### src/rtl/cr16_alu_core.sv
// CR16 ALU core: single-cycle registered arithmetic/logic unit with status flags.
// Define CR16_ALU_SHIFTS_EN to build the shifter for opcodes 10-13.
module cr16_alu_core (
  input  logic        I_CLK,
  input  logic        I_RESET,
  input  logic        I_ENABLE,
  input  logic [3:0]  I_OPCODE,
  input  logic [15:0] I_A,
  input  logic [15:0] I_B,
  output logic [15:0] O_C,
  output logic [4:0]  O_STATUS
);

  localparam int unsigned W  = 16;
  localparam int unsigned SW = 5;

  localparam logic [3:0] OP_ADD   = 4'd0;
  localparam logic [3:0] OP_ADDU  = 4'd1;
  localparam logic [3:0] OP_ADDC  = 4'd2;
  localparam logic [3:0] OP_ADDCU = 4'd3;
  localparam logic [3:0] OP_SUB   = 4'd4;
  localparam logic [3:0] OP_SUBU  = 4'd5;
  localparam logic [3:0] OP_AND   = 4'd6;
  localparam logic [3:0] OP_OR    = 4'd7;
  localparam logic [3:0] OP_XOR   = 4'd8;
  localparam logic [3:0] OP_NOT   = 4'd9;
`ifdef CR16_ALU_SHIFTS_EN
  localparam logic [3:0] OP_LSH   = 4'd10;
  localparam logic [3:0] OP_RSH   = 4'd11;
  localparam logic [3:0] OP_ALSH  = 4'd12;
  localparam logic [3:0] OP_ARSH  = 4'd13;
`endif

  logic [W-1:0]  c_q, c_d;
  logic [SW-1:0] st_q, st_d;

  logic [W:0]    sum;
  logic [W-1:0]  diff;
  logic          cin;
  logic          add_ovf;
  logic          sub_ovf;
  logic          borrow;
  logic          n_f, z_f, f_f, l_f, c_f;

`ifdef CR16_ALU_SHIFTS_EN
  logic          sh_big;
  logic [W-1:0]  shl, shr, sar;

  // Amounts of 16 or more saturate; only the low nibble drives the barrel.
  always_comb begin
    sh_big = |I_B[W-1:4];
    shl    = sh_big ? '0 : (I_A << I_B[3:0]);
    shr    = sh_big ? '0 : (I_A >> I_B[3:0]);
    sar    = sh_big ? {W{I_A[W-1]}} : W'($signed(I_A) >>> I_B[3:0]);
  end
`endif

  // Shared adder/subtractor and flag sources.
  always_comb begin
    cin     = (I_OPCODE == OP_ADDC) || (I_OPCODE == OP_ADDCU);
    sum     = {1'b0, I_A} + {1'b0, I_B} + (W+1)'(cin);
    diff    = I_B - I_A;
    borrow  = I_B < I_A;
    add_ovf = (I_A[W-1] == I_B[W-1]) && (sum[W-1] != I_A[W-1]);
    sub_ovf = (I_A[W-1] != I_B[W-1]) && (diff[W-1] != I_B[W-1]);
  end

  // Result mux and status assembly {N,Z,F,L,C}.
  always_comb begin
    c_d = '0;
    n_f = 1'b0;
    f_f = 1'b0;
    l_f = 1'b0;
    c_f = 1'b0;
    case (I_OPCODE)
      OP_ADD, OP_ADDC: begin
        c_d = sum[W-1:0];
        f_f = add_ovf;
        n_f = sum[W-1];
      end
      OP_ADDU, OP_ADDCU: begin
        c_d = sum[W-1:0];
        c_f = sum[W];
      end
      OP_SUB: begin
        c_d = diff;
        f_f = sub_ovf;
        n_f = diff[W-1];
      end
      OP_SUBU: begin
        c_d = diff;
        c_f = borrow;
        l_f = borrow;
      end
      OP_AND: begin c_d = I_A & I_B; n_f = c_d[W-1]; end
      OP_OR:  begin c_d = I_A | I_B; n_f = c_d[W-1]; end
      OP_XOR: begin c_d = I_A ^ I_B; n_f = c_d[W-1]; end
      OP_NOT: begin c_d = ~I_A;      n_f = c_d[W-1]; end
`ifdef CR16_ALU_SHIFTS_EN
      OP_LSH, OP_ALSH: begin c_d = shl; n_f = c_d[W-1]; end
      OP_RSH:          begin c_d = shr; n_f = c_d[W-1]; end
      OP_ARSH:         begin c_d = sar; n_f = c_d[W-1]; end
`endif
      default: c_d = '0;
    endcase
    z_f  = (c_d == '0);
    st_d = {n_f, z_f, f_f, l_f, c_f};
  end

  always_ff @(posedge I_CLK or posedge I_RESET) begin
    if (I_RESET) begin
      c_q  <= '0;
      st_q <= '0;
    end else if (I_ENABLE) begin
      c_q  <= c_d;
      st_q <= st_d;
    end
  end

  assign O_C      = c_q;
  assign O_STATUS = st_q;

endmodule

### config.mk
export PLATFORM = sky130hd
export DESIGN_NAME = cr16_alu_core
export DESIGN_NICKNAME = d
export VERILOG_FILES = /design/src/rtl/cr16_alu_core.sv
export SDC_FILE = /design/constraint.sdc
export NUM_CORES = 1
export LEC_CHECK = 0
export BUFFER_PORTS_ARGS = -buffer_cell sky130_fd_sc_hd__clkbuf_2
export CAP_MARGIN = 20
export CORE_UTILIZATION = 50
export DETAILED_ROUTE_END_ITERATION = 12
export PLACE_DENSITY_LB_ADDON = 0.25
export SLEW_MARGIN = 10
export SYNTH_ARGS = -nofsm -noshare
export SYNTH_HDL_FRONTEND = slang
export SYNTH_SLANG_ARGS = --single-unit
export TNS_END_PERCENT = 50
### constraint.sdc
create_clock -name I_CLK -period 1.55 [get_ports I_CLK]
set_clock_uncertainty 0.05 [all_clocks]
set_input_delay 0.0775 -clock I_CLK [delete_from_list [all_inputs] [get_ports I_CLK]]
set_output_delay 0.0775 -clock I_CLK [all_outputs]
set_load 0.005 [all_outputs]
==> out/qor.yml, run 1 <==
status:
  status: "finished, violations left"
  violations: "DRC, setup timing"
clock_network:
  cts.sinks: 21
  htreeDepth: 1
  clkSlewWorstSetupHoldPaths_ns: 0.08
  clock-root-buffer: "clkbuf_8"
  cts-buffers-inserted: 3
  clk_path_buf_depth: 2
  cts_tree: "yes"
  clk_latency_ns: 0.26
power:
  vdd_drop_max_mv: 0.530
  p_total_mw: 2.89
  power_leakage_nw: 2.61
  power_density_mw_per_mm2: 550
worst_setup_path:
  path_max_fanout: 2
  critPathMaxStageDelay_ns: 0.44
  worstSetupPathType: "primary input to flop"
  worst-r2r-setup-slack_ns: 0.70
  crit_slowest_cell: "or4_4"
  crit_buf_inv: 1
  crit_required_ns: 1.68
  path_common_cell: "fa_2"
  startpoint_type: "primary input"
  endpoint_kind: "flop"
  arrival_ns: 3.11
  crit_chain: "buf_8, nor2_4, nand2_2, fa_2, fa_2, nand3b_1, a21oi_2, a2111oi_2, o21ai_1, o311ai_1, a311oi_1, nand2_1, or4_4, o32ai_4"
  path_delay_family: "compound AO/OA/AOI/OAI gates"
logic_synthesis:
  yosysUniqueCellTypes: 69
  yosys.area.top_type: "ha_1"
  synth_seq_cells: 21
  syn-num-nets: 564
  netlist_top_cells_area: "ha_1, dfrtp_1, inv_1"
  syn_inst: 474
  async_flop_share_pct: 100
  yosysTopAreaCellShare_pct: 17.5
  syn_area_mm2: 0.00343
  synth_ff_type: "dfrtp_1"
  synth_edf_count: 0
  ys_warn_count: 0
  synth_seq_area_share_pct: 15.3
  syn_area_per_cell_um2: 7.24
placed_design:
  placedCellCount: 731
  portBuffers: 59
  finalWeightedCongestion: 0.940
  dpl.hpwl_um: 9360
  pre_cts_ws_ns: -1.60
  placedInstanceArea_mm2: 0.00490
drt:
  wl_per_cell_um: 17.0
  vias: 4458
  via_per_inst: 5.99
  routed_wl_um: 12600
  dr.pass1.iters: 12
  drt.antenna.violating_nets: 0
  drt_iter0_markers: 415
  drc_errors: 4
timing:
  holdWs_ns: 0.234
  tightest_slew_ns: 0.556
  fin_setup_tns_ns: -16.59
  min_period_ns: 2.98
  grt_setup_unrepaired: "yes"
  setup_viol: 20
  min_period_over_period_pct: 192
  max_freq_mhz: 335
  setup_ws_ns: -1.43
  slew_viol_final: 0
  hold_violations: 0
  maxSlewHeadroom_pct: 62.0
floorplan:
  start_util_pct: 52.9
  fp.dieArea_mm2: 0.00720
  io_pins: 60
  die_x_um: 84.9
  core_area_mm2: 0.00649
  rows: 29
  die_h_um: 84.9
flow_run:
  cap_violations: 0
layout:
  diodes: 0
  fin_util_pct: 80.8
  fillCellCount: 445
  drive_gt1_share_pct: 43.2
  area_growth_syn_to_layout_pct: 52.9
  fin_cells: 744
  fin_nets: 758
  final_area_mm2: 0.00525
global_route:
  overflow: 0
  grt_pass1_wl_um: 19900
  grt_pass1_vias: 4390
  grt_start_max_net_pins: 33
  grt_use_total_pct: 34.3
  antenna_found_initial: 0
hold_path:
  hold_path_class: "primary input to flop"
[path summary, 6_finish.rpt]
| path | endpoint | cells past startpoint | startpoint |
|---|---|---|---|
| max | O_STATUS[3] | 14 | I_OPCODE[2] |
| max reg2reg | O_C[10] | 1 | O_C[10] |
| max in group asynchronous | O_C[7] | 4 | I_RESET |
| min reg2reg | O_C[4] | 1 | O_C[4] |
| min in group asynchronous | O_C[9] | 4 | I_RESET |
| min | O_STATUS[2] | 5 | I_B[15] |
[Yosys cell counts, drive strengths merged (6+ instances only)]
library cell,count
o22ai,12
dfrtp,21
a21oi,41
inv,56
a211oi,6
buf,8
mux2,7
clkbuf,24
o21ai,35
o211ai,8
nor2,49
nand2,36
ha,48
nor3,15
[worst min-delay path: stages]
cell and delay (ns):
clkbuf_2 0.10, buf_4 0.12, xnor2_1 0.07, nand3_1 0.08, a31oi_1 0.08
[timing repair]
| action | CTS | global route |
|---|---|---|
| endpoints found under the setup margin | 20 | 20 |
| endpoints found under the hold margin | 21 | 0 |
| hold buffers | 1 | 0 |
| pin swaps | 13 | 25 |
| buffers inserted | 2 | 6 |
| gates resized for setup | 24 | 34 |
[cells in the final DEF, fill, tap and decap left out, types with 3 or more instances in the layout]
master	instances
a211o_1	5
a21oi_2	9
or3_1	3
a21oi_4	3
nand2_1	32
xnor2_1	5
o22ai_1	12
ha_1	45
a21boi_0	4
ha_4	3
buf_4	159
nor3b_1	4
clkbuf_2	57
nand3_1	5
o21ai_0	24
fa_2	3
a31oi_1	4
mux2_2	6
clkbuf_8	3
o21ai_2	5
o22a_1	3
nand4_1	4
nor2_1	46
o31ai_1	4
inv_1	54
o221ai_1	3
nand2_2	4
o21ai_1	6
o211ai_1	8
nand2b_1	3
nor3_1	15
a211oi_1	4
a21oi_1	29
dfrtp_1	21
[state kept, by name, indices dropped and copies added (netlist names)]
| name | flops |
|---|---|
| O_C | 16 |
| O_STATUS | 5 |
[cell families after synthesis]
logic type,synth area share (%)
flip-flops,15.3
multiplexers,2.88
AND/OR/NAND/NOR,19.2
buffers and inverters,10.2
XOR/XNOR,1.28
adder cells (fa/ha/maj),19.2
AO/OA/AOI/OAI,31.9
[final cells by class]
class                   count  area, µm²  share of cell area, %
multi-input cells         365       2820                   53.6
repair buffers            221       1560                   29.6
clock buffers               3       41.3                  0.787
inverters                  56        210                   4.00
clock inverters             1       5.00                 0.0954
well taps                  77       96.3                   1.84
flip-flops and latches     21        526                   10.0
[report_power, final]
part	switching [mW]	internal (mW)	total, mW
clock network	0.192	0.180	0.372
logic	0.924	0.912	1.84
registers	0.0498	0.629	0.679
total	1.17	1.72	2.89
[routing by layer]
layer / GRT usage (%) / routed length, µm / vias to the layer above
met5: 0 / 0 / -
met4: 14.6 / 566 / 0
met3: 4.09 / 962 / 61
met2: 63.0 / 6290 / 257
met1: 40.1 / 4830 / 2064
li1: - / - / 2076
Note: power is estimated with default switching activity, not from simulation.
==> inputs of run 2 (changes only) <==
==> constraint.sdc (replaced) <==
create_clock -name I_CLK -period 1.55 [get_ports I_CLK]
set_clock_uncertainty 0.05 [all_clocks]
set_input_delay 0.465 -clock I_CLK [delete_from_list [all_inputs] [get_ports I_CLK]]
set_output_delay 0.465 -clock I_CLK [all_outputs]
set_load 0.005 [all_outputs]
==> out/qor.yml, run 2 (synthesis results as in run 1) <==
drt:
  via_per_inst: 5.96  # -0.52%
  wl_per_cell_um: 16.3  # -3.9%
  drt_iter0_markers: 346  # -17%
  routed_wl_um: 12100  # -4.2%
  drt.antenna.violating_nets: 0  # unchanged
  vias: 4423  # -0.79%
  dr.pass1.iters: 12  # unchanged
  drc_errors: 5  # +1
status:
  status: "finished, violations left"
  violations: "DRC, setup timing"
timing:
  maxSlewHeadroom_pct: 49.2  # -13 points
  hold_violations: 0  # unchanged
  min_period_over_period_pct: 205  # +13 points
  grt_setup_unrepaired: "yes"
  min_period_ns: 3.18  # +0.200 ns
  tightest_slew_ns: 0.742  # +0.186 ns
  setup_ws_ns: -1.63  # -0.200 ns
  slew_viol_final: 0  # unchanged
  setup_viol: 21  # +5.0%
  max_freq_mhz: 314  # -6.3%
clock_network:
  clock-root-buffer: "clkbuf_8"
  clkSlewWorstSetupHoldPaths_ns: 0.08  # about the same
  cts.sinks: 21  # unchanged
  clk_latency_ns: 0.26  # about the same
  clk_path_buf_depth: 2  # unchanged
  cts-buffers-inserted: 3  # unchanged
  cts_tree: "yes"
  htreeDepth: 1  # unchanged
power:
  power_frac_comb_pct: 63.3  # -0.3 points
  pwr-share-seq_pct: 23.9  # +0.4 points
  power_leakage_nw: 2.61  # about the same
  vdd_drop_max_mv: 0.582  # +9.7%
  p_total_mw: 2.83  # -2.0%
  pwr-share-clk_pct: 12.8  # about the same
  p_sw_share_pct: 39.7  # -0.69 points
  p_int_mw: 1.71  # -0.84%
  switchingPower_mw: 1.12  # -3.6%
  power_density_mw_per_mm2: 542  # -1.4%
layout:
  final_area_mm2: 0.00522  # -0.62%
  area_growth_syn_to_layout_pct: 51.9
  fin_nets: 756  # -0.26%
  final_common_cell: "buf_4"
  layout_common_cells: "buf_4, clkbuf_2, inv_1"
  diodes: 0  # unchanged
  largest_reg_flops: 16  # unchanged
  fin_cells: 742  # -0.27%
  drive_gt1_share_pct: 43.2  # about the same
  fillCellCount: 460  # +3.4%
floorplan:
  io_pins: 60  # unchanged
  core_area_mm2: 0.00649  # unchanged
  fp.dieArea_mm2: 0.00720  # unchanged
  rows: 29  # unchanged
  start_util_pct: 52.9  # unchanged
  die_h_um: 84.9  # unchanged
  die_x_um: 84.9  # unchanged
global_route:
  grt_pass1_vias: 4375  # -0.34%
  grt_start_max_net_pins: 33  # unchanged
  overflow: 0  # unchanged
  antenna_found_initial: 0  # unchanged
  grt_use_total_pct: 33.1  # -1.1 points
  grt_pass1_wl_um: 19300  # -2.8%
hold_path:
  hold_path_class: "primary input to asynchronous set/reset pin"
placed_design:
  finalWeightedCongestion: 0.938  # -0.14%
  placedInstanceArea_mm2: 0.00492  # +0.31%
  placedCellCount: 733  # +0.27%
  portBuffers: 59  # unchanged
  dpl.hpwl_um: 9370  # +0.13%
worst_setup_path:
  worstSetupPathType: "primary input to flop"
  path_max_fanout: 4  # +2
  endpoint_kind: "flop"
  crit_required_ns: 1.68  # about the same
  arrival_ns: 3.31  # +0.20 ns
  startpoint_type: "primary input"
flow_run:
  cap_violations: 0  # unchanged
==> run 2: cell count changes in the layout (fill, tap and decap cells not counted), moves of 2 or more <==
cell and delta:
a21oi_4 -2, nand2_2 -2, buf_6 +5, nand2_1 +2, o21ai_1 -2, buf_4 -5
==> run 2: final timing paths <==
check	start	to	slack, ns	cells past startpoint
setup / recovery	I_OPCODE[3]	O_STATUS[3]	-1.63	13
hold / removal	I_RESET	O_C[14]	0.15	3
setup reg to reg	O_C[10]	O_C[10]	0.72	1
hold reg to reg	O_C[3]	O_C[3]	0.46	1
max in group asynchronous	I_RESET	O_C[5]	1.08	3
min in group I_CLK	O_C[3]	O_C[3]	0.46	1
==> run 2: metal layers <==
| layer | GRT usage, % | wire length [µm] | vias to the layer above | part of all wire (%) |
|---|---|---|---|---|
| li1 | - | - | 2084 | - |
| met1 | 39.3 | 4860 | 2048 | 40 |
| met2 | 60.3 | 5930 | 233 | 49 |
| met3 | 3.79 | 851 | 58 | 7.0 |
| met4 | 14.3 | 473 | 0 | 3.9 |
| met5 | 0 | 0 | - | 0 |
==> run 2: worst max-delay path: stages <==
cell,delay [ns]
buf_8,0.10
nor2_4,0.10
nand2_2,0.07
fa_2,0.37
fa_2,0.36
nand3b_1,0.20
nand2_1,0.14
a21oi_2,0.11
o21ai_2,0.14
o2111ai_1,0.13
a221o_1,0.40
or4_4,0.52
o32ai_2,0.21
==> run 2: cell type report <==
type	count	area [µm²]	area share, %
repair buffers	219	1560	29.9
well taps	77	96.3	1.85
multi-input cells	365	2780	53.3
clock inverters	1	5.00	0.0959
clock buffers	3	41.3	0.792
flip-flops and latches	21	526	10.1
inverters	56	210	4.03
==> run 2: per-stage QoR <==
| stage | utilization (%) | hold slack, ns | setup WS (ns) | setup TNS, ns |
|---|---|---|---|---|
| after detailed placement | 75.7 | 0.445 | -1.92 | -28.43 |
| after CTS | 78.3 | 0.154 | -1.64 | -21.80 |
| final | 80.3 | 0.149 | -1.63 | -21.84 |
| after global routing | 80.3 | 0.171 | -1.80 | -23.49 |
| after global placement | 75.7 | 0.432 | -1.83 | -27.66 |
| after floorplan | - | 0.392 | -1.90 | -24.31 |
==> run 2: power groups by stage <==
stage          Clock, mW  Combinational [mW]  Sequential [mW]
3_5_place_dp           0                1.63            0.686
3_3_place_gp           0                1.58            0.681
6_report           0.361                1.79            0.676
2_1_floorplan          0               0.831            0.687
5_1_grt            0.394                1.93            0.683
4_1_cts            0.369                1.70            0.676
==> run 2: timing repair <==
| item | CTS | global route |
|---|---|---|
| pin swaps | 14 | 17 |
| buffers inserted | 1 | 5 |
| hold buffers | 0 | 0 |
| gates resized for setup | 26 | 32 |
| setup endpoints to repair | 21 | 21 |
==> inputs of run 3 (changes only) <==
- clock period: 1.55 -> 3.3 ns (I/O delays scaled with it)
==> out/qor.yml, run 3 (synthesis results as in run 1) <==
timing:
  setup_ws_ns: -0.426  # +1.21 ns
  tightest_slew_ns: 0.784  # +0.0413 ns
  min_period_over_period_pct: 113
  max_freq_mhz: 268
  setup_viol: 8  # -62%
  min_period_ns: 3.73
  grt_setup_unrepaired: "yes"
  slew_viol_final: 0  # unchanged
  hold_violations: 0  # unchanged
  fin_setup_tns_ns: -1.92  # +19.93 ns
  maxSlewHeadroom_pct: 47.7  # -1.5 points
worst_setup_path:
  r2r_end: "O_C[10]"
  crit_required_ns: 3.43  # +1.75 ns
  arrival_ns: 3.85  # +0.54 ns
  critPathMaxStageDelay_ns: 0.52  # about the same
  r2r_start: "O_C[10]"
  path_common_cell: "fa_2"
  crit_slowest_cell: "or4_4"
  rr_worst_depth: 1  # unchanged
  crit_chain: "buf_8, nor2_4, nand2_2, fa_2, fa_2, nand3b_1, nand2_1, a21oi_2, o21ai_2, o2111ai_1, a221o_1, or4_4, o32ai_2"
  worstSetupPathType: "primary input to flop"
  path_max_fanout: 4  # unchanged
  worst-r2r-setup-slack_ns: 2.46  # +1.74 ns
  endpoint_kind: "flop"
  startpoint_type: "primary input"
clock_network:
  htreeDepth: 1  # unchanged
  clk_latency_ns: 0.26  # about the same
  cts_tree: "yes"
  cts.sinks: 21  # unchanged
  clkSlewWorstSetupHoldPaths_ns: 0.08  # about the same
  clk_path_buf_depth: 2  # unchanged
  clock-root-buffer: "clkbuf_8"
  ctsHoldBuffers: 0  # unchanged
  cts-buffers-inserted: 3  # unchanged
drt:
  wl_per_cell_um: 16.4  # +0.48%
  vias: 4207  # -4.9%
  drc_errors: 3  # -2
  drt_iter0_markers: 362  # +4.6%
  dr.pass1.iters: 11  # -1
  via_per_inst: 6.04  # +1.3%
  drt.antenna.violating_nets: 0  # unchanged
  routed_wl_um: 11400  # -5.6%
global_route:
  grt_pass1_wl_um: 18100  # -6.5%
  grt_use_total_pct: 31.0  # -2.1 points
  grt_use_met2_pct: 55.3  # -5.0 points
  grt_pass1_vias: 3893  # -11%
  grt-busiest-layer: "met2"
  overflow: 0  # unchanged
  antenna_found_initial: 0  # unchanged
  use_met3_pct: 3.89  # +0.097 points
  grt_use_met1_pct: 38.6  # -0.76 points
  grt_start_max_net_pins: 33  # unchanged
floorplan:
  io_pins: 60  # unchanged
  die_h_um: 84.9  # unchanged
  start_util_pct: 52.9  # unchanged
  core_area_mm2: 0.00649  # unchanged
  die_x_um: 84.9  # unchanged
  rows: 29  # unchanged
  fp.dieArea_mm2: 0.00720  # unchanged
hold_path:
  worstHoldStart: "O_C[3]"
  worstHoldEndpoint: "O_C[3]"
  whs_path_depth: 1
  hold_path_class: "flop to flop"
power:
  p_sw_share_pct: 40.4  # +0.65 points
  switchingPower_mw: 0.509  # -55%
  pwr-share-seq_pct: 25.1  # +1.2 points
  power_density_mw_per_mm2: 263  # -51%
  power_frac_comb_pct: 61.2  # -2.1 points
  power_leakage_nw: 2.37  # -9.3%
  pwr-share-clk_pct: 13.7  # +0.9 points
  p_int_mw: 0.753  # -56%
  vdd_drop_max_mv: 0.218  # -62%
layout:
  final_common_cell: "buf_4"
  diodes: 0  # unchanged
  layout_common_cells: "buf_4, clkbuf_2, inv_1"
  fin_cells: 697  # -6.1%
  fin_nets: 711  # -6.0%
  largest_reg_flops: 16  # unchanged
  final_area_mm2: 0.00479  # -8.1%
  drive_gt1_share_pct: 36.5  # -6.7 points
  fin_util_pct: 73.8  # -6.5 points
  area_growth_syn_to_layout_pct: 39.7
placed_design:
  portBuffers: 59  # unchanged
  finalWeightedCongestion: 0.933  # -0.53%
  dpl.hpwl_um: 8660  # -7.6%
  pre_cts_ws_ns: -0.687  # +1.23 ns
  placedInstanceArea_mm2: 0.00453  # -7.8%
  placedCellCount: 686  # -6.4%
status:
  status: "finished, violations left"
  violations: "DRC, setup timing"
flow_run:
  cap_violations: 0  # unchanged
## run 3: cell types whose count changed in the layout (fill, tap and decap cells not counted), sizes merged
cell / delta
buf: -46
clkbuf: +1
## run 3: worst max path at each step
stage	from	to	slack (ns)
after floorplan	I_OPCODE[3]	O_STATUS[3]	-0.67
after global placement	I_OPCODE[3]	O_STATUS[3]	-0.62
after detailed placement	I_OPCODE[3]	O_STATUS[3]	-0.69
after CTS	I_OPCODE[3]	O_STATUS[3]	-0.42
after global routing	I_OPCODE[3]	O_STATUS[3]	-0.61
final	I_OPCODE[3]	O_STATUS[3]	-0.43
## run 3: power by group through the flow
stage               clock network [mW]  registers, mW  logic [mW]
finish                           0.173          0.317       0.772
global route                     0.183          0.321       0.836
CTS                              0.173          0.316       0.715
detailed placement                   0          0.321       0.699
global placement                     0          0.320       0.682
floorplan                            0          0.323       0.389
## run 3: area by class of cell
| cell class | instances | area (µm²) |
|---|---|---|
| inverters | 56 | 210 |
| clock inverters | 1 | 5.00 |
| multi-input cells | 365 | 2730 |
| flip-flops and latches | 21 | 526 |
| clock buffers | 3 | 41.3 |
| fillers | 530 | 1700 |
| repair buffers | 174 | 1190 |
| well taps | 77 | 96.3 |
## run 3: critical path: cells and delay by family
family | cells | cell delay [ns]
simple gates | 5 | 1.08
compound gates | 5 | 0.94
fa+ha+maj | 2 | 0.72
buf+inv | 1 | 0.10
## run 3: repair_timing
action                     4_1_cts  5_1_grt
setup buffers                    2        7
pin swaps                       14       17
setup endpoints to repair        9       13
resized for setup               14       29
## run 3: metal layers
layer / routed length, µm / part of all wire (%) / vias up
met3: 792 / 6.9 / 41
met5: 0 / 0 / -
met4: 383 / 3.3 / 0
met2: 5570 / 49 / 223
met1: 4700 / 41 / 1955
li1: - / - / 1988
## run 3: stage by stage
stage / hold slack, ns / power [mW]
2_1_floorplan: 0.455 / 0.711
3_3_place_gp: 0.441 / 1.00
3_5_place_dp: 0.445 / 1.02
4_1_cts: 0.461 / 1.20
5_1_grt: 0.474 / 1.34
6_report: 0.460 / 1.26
